[src/rtl/divider_8_bit_sequential_pkg.sv]
// divider_8_bit_sequential_pkg: shared arithmetic constants and FSM encoding for the divider
package divider_8_bit_sequential_pkg;
   localparam int DIV_WIDTH = 8;
   localparam logic [1:0] IDLE = 2'd0;
   localparam logic [1:0] BUSY = 2'd1;
   localparam logic [1:0] DONE = 2'd2;
   localparam logic [DIV_WIDTH-1:0] DIV_ZERO_Q = '1;
endpackage

[src/rtl/divider_8_bit_sequential_trial_subtract.sv]
// trial_subtract: WIDTH+1-bit S - {0,D} via invert-and-carry-in; no_borrow is the raw carry-out
module trial_subtract
   import divider_8_bit_sequential_pkg::*;
#(
   parameter int WIDTH = DIV_WIDTH
) (
   input  logic [WIDTH:0]   s,
   input  logic [WIDTH-1:0] d,
   output logic [WIDTH:0]   diff,
   output logic             no_borrow
);
   logic [WIDTH:0] d_inv;
   assign d_inv = {1'b0, d} ^ {(WIDTH+1){1'b1}};
   assign {no_borrow, diff} = {1'b0, s} + {1'b0, d_inv} + (WIDTH+2)'(1);
endmodule

[src/rtl/divider_8_bit_sequential.sv]
// divider_8_bit_sequential: iterative unsigned restoring divider with start/busy/done handshake
module divider_8_bit_sequential
   import divider_8_bit_sequential_pkg::*;
(
   input  logic                 clk,
   input  logic                 rst_n,
   input  logic                 start,
   input  logic [DIV_WIDTH-1:0] dividend,
   input  logic [DIV_WIDTH-1:0] divisor,
   output logic                 busy,
   output logic                 done,
   output logic [DIV_WIDTH-1:0] quotient,
   output logic [DIV_WIDTH-1:0] remainder,
   output logic                 div_by_zero
);
   localparam int WIDTH = DIV_WIDTH;
   localparam int CW = $clog2(WIDTH) + 1;
   logic [1:0]       state;
   logic [WIDTH-1:0] q, d;
   logic [WIDTH:0]   r, s, diff;
   logic             no_borrow;
   logic [CW-1:0]    cnt;
   // R never exceeds D after an iteration, so its top bit falls off the shift
   assign s = (WIDTH+1)'({r, q[WIDTH-1]});
   trial_subtract #(.WIDTH(WIDTH)) u_sub (.s(s), .d(d), .diff(diff), .no_borrow(no_borrow));
   assign busy = state != IDLE;
   assign done = state == DONE;
   assign quotient = q;
   assign remainder = r[WIDTH-1:0];
   always_ff @(posedge clk or negedge rst_n) begin
      if (!rst_n) begin
         state <= IDLE;
         q <= '0;
         r <= '0;
         d <= '0;
         cnt <= '0;
         div_by_zero <= 1'b0;
      end else if (state == IDLE) begin
         if (start && divisor != '0) begin
            state <= BUSY;
            q <= dividend;
            d <= divisor;
            r <= '0;
            cnt <= '0;
            div_by_zero <= 1'b0;
         end else if (start) begin
            state <= DONE;
            q <= DIV_ZERO_Q;
            r <= {1'b0, dividend};
            d <= divisor;
            cnt <= '0;
            div_by_zero <= 1'b1;
         end
      end else if (state == BUSY) begin
         r <= no_borrow ? diff : s;
         q <= {q[WIDTH-2:0], no_borrow};
         cnt <= cnt + CW'(1);
         if (cnt == CW'(WIDTH-1)) state <= DONE;
      end else begin
         state <= IDLE;
      end
   end
endmodule

[config.mk]
export PLATFORM = sky130hd
export DESIGN_NAME = divider_8_bit_sequential
export DESIGN_NICKNAME = d
export VERILOG_FILES = /design/src/rtl/divider_8_bit_sequential_pkg.sv /design/src/rtl/divider_8_bit_sequential_trial_subtract.sv /design/src/rtl/divider_8_bit_sequential.sv
export SDC_FILE = /design/constraint.sdc
export NUM_CORES = 1
export LEC_CHECK = 0
export BUFFER_PORTS_ARGS = -buffer_cell sky130_fd_sc_hd__buf_2
export CAP_MARGIN = 20
export CORE_MARGIN = 2
export CORE_UTILIZATION = 45
export CTS_BUF_LIST = sky130_fd_sc_hd__clkbuf_8
export DETAILED_ROUTE_END_ITERATION = 10
export HOLD_SLACK_MARGIN = 0.05
export PLACE_DENSITY = 0.68
export SLEW_MARGIN = 0
export SYNTH_ARGS = -nofsm -noshare
export SYNTH_HDL_FRONTEND = slang
export SYNTH_HIERARCHICAL = 1
export SYNTH_SLANG_ARGS = --single-unit
export TNS_END_PERCENT = 20
[constraint.sdc]
create_clock -name clk -period 3.5 [get_ports clk]
set_input_delay 0.7 -clock clk [delete_from_list [all_inputs] [get_ports clk]]
set_output_delay 0.7 -clock clk [all_outputs]
set_load 0.05 [all_outputs]
==> flow_summary.toml <==
[sta]
grt_setup_unrepaired = "false"
maxSlewHeadroom = 0.425
worst_pin_slew_ns = 0.860
slew_viol_final = 0
finalSetupViolCount = 0
final_critical_path_setup_slack_ns = 0.916
timing.final.hold_violations = 0
finalSetupTns_ns = 0
final_min_period_over_clock_period = 0.738
final_setup_skew_ns = 0.0113
finalCriticalPeriod_ns = 2.58
max_freq_mhz = 387

[clock_tree]
root_buffer = "sky130_fd_sc_hd__clkbuf_8"
post_cts_resized = 0
ctsHtreeMaxLevel = 2
post_cts.repair.setup_buffers = 0
hold_buffers = 0
path_clk_slew_ns = 0.07
insertion_delay_ns = 0.28
tritoncts = "yes"
cts_num_sinks = 31
tritoncts.num_buffers = 5
clock_path_buffers = 2

[route]
via_per_inst = 5.61
route.antenna.remaining_nets = 0
detailedRoute.firstPassIterationCount = 4
detail_route.drc_violations = 0
routed_wirelength_mm = 3.91
detail_route.iter0.violations = 56
num_vias = 1398
avgRoutedWirePerCell_um = 15.7

[grt]
largest_net_degree_at_the_start_of_global_routing = 32
grt_overflow_total = 0
grt_pass1_vias = 1443
grt_pass1_wl_mm = 6.61
grt_usage = 0.197
grt_antenna_before_repair = 0

[yosys]
synthesis.area_per_instance_um2 = 10.8
synthesis.area_um2 = 1780
yosys_warnings = 6
syn-num-nets = 193
count_of_mapped_cells_out_of_synthesis = 164

[layout]
layout_commonest_cell = "sky130_fd_sc_hd__buf_2"
multi_input_area_um2 = 916
flow.area_growth_from_synthesis_pct = 16.6
final_layout_size_suffix_gt1_frac = 0.289
finalNetCount = 230
final-instance-count-excl-fill = 249
final_instance_area_um2 = 2070
regArea_um2 = 776
commonest_non_fill_non_tap_cells_in_the_layout = "37 x sky130_fd_sc_hd__buf_2, 31 x sky130_fd_sc_hd__dfrtp_1, 16 x sky130_fd_sc_hd__nor2_1"
num-fill-cells = 337
antenna_cells = 0

[setup_path]
setup.worst_path.end_class = "flip-flop"
register_to_register_path_depth = 8
required_ns = 3.66
cp_data_arrival_time_ns = 2.74
startpoint_class_of_the_critical_path = "flip-flop"
critical_path_class = "flip-flop to flip-flop"
crit_path_max_fanout = 9

[placement]
detailed_place.area_um2 = 1990
final_hpwl_from_detailed_placement_mm = 2.97
dp_cells = 242
place_congestion = 0.851
dp_worst_setup_slack_ns = 0.935
numPortBuffers = 37

[floorplan]
die-area_um2 = 4470
initial_utilization = 0.478
chipHeight_um = 66.9
top_level_ports = 38
core_region_area_um2 = 3720
placementRows = 22
floorplan.die.width_um = 66.9

[worst_hold_path]
min-delay-path-class = "input port to asynchronous set/reset pin"

[status]
outcome = "completed"

[job]
max_cap_viols = 0
==> metrics by stage <==
stage               hold WS (ns)   util
finish                     0.469  0.558
global route               0.499  0.558
CTS                        0.489  0.558
detailed placement         0.474  0.534
global placement           0.455  0.534
floorplan                  0.404      -
==> sequential cells by signal, summed over array words and instances, names as in the netlist <==
signal       cells
cnt              4
d                8
div_by_zero      1
quotient         8
r                8
state            2
==> critical path, stage by stage (launching register included) <==
cell                       delay (ns)
sky130_fd_sc_hd__dfrtp_1         0.42
sky130_fd_sc_hd__ha_1            0.36
sky130_fd_sc_hd__a21oi_2         0.14
sky130_fd_sc_hd__o21bai_1        0.09
sky130_fd_sc_hd__a221o_1         0.38
sky130_fd_sc_hd__a211o_1         0.49
sky130_fd_sc_hd__mux2i_1         0.24
sky130_fd_sc_hd__nor2_1          0.06
sky130_fd_sc_hd__a221o_1         0.28
==> per-layer routing <==
metal | global-route usage | vias to the layer above | part of all wire
met5 | 0 | - | 0
met4 | 0.0612 | 0 | 0.0069
li1 | - | 674 | -
met2 | 0.344 | 22 | 0.52
met1 | 0.242 | 698 | 0.44
met3 | 0.0439 | 4 | 0.031
==> final timing paths <==
check | from | endpoint | slack (ns)
worst min register to register | div_by_zero$_DFFE_PN0P_ | div_by_zero$_DFFE_PN0P_ | 0.48
worst max register to register | r[3]$_DFFE_PN0P_ | r[0]$_DFFE_PN0P_ | 0.92
worst max-delay path | r[3]$_DFFE_PN0P_ | r[0]$_DFFE_PN0P_ | 0.92
min in group clk | div_by_zero$_DFFE_PN0P_ | div_by_zero$_DFFE_PN0P_ | 0.48
worst min-delay path | rst_n | div_by_zero$_DFFE_PN0P_ | 0.47
max in group asynchronous | rst_n | quotient[1]$_DFFE_PN0P_ | 2.58
==> cell type report <==
| class | count | share of cell area |
|---|---|---|
| Tap cell | 48 | 0.0290 |
| Timing Repair Buffer | 37 | 0.0893 |
| Multi-Input combinational cell | 113 | 0.442 |
| Inverter | 13 | 0.0235 |
| Clock inverter | 1 | 0.00241 |
| Clock buffer | 6 | 0.0398 |
| Sequential cell | 31 | 0.374 |
Power is left out: the tool's default activity adds up to more than one toggle a clock period on the data nets, which glitch-free logic cannot reach.
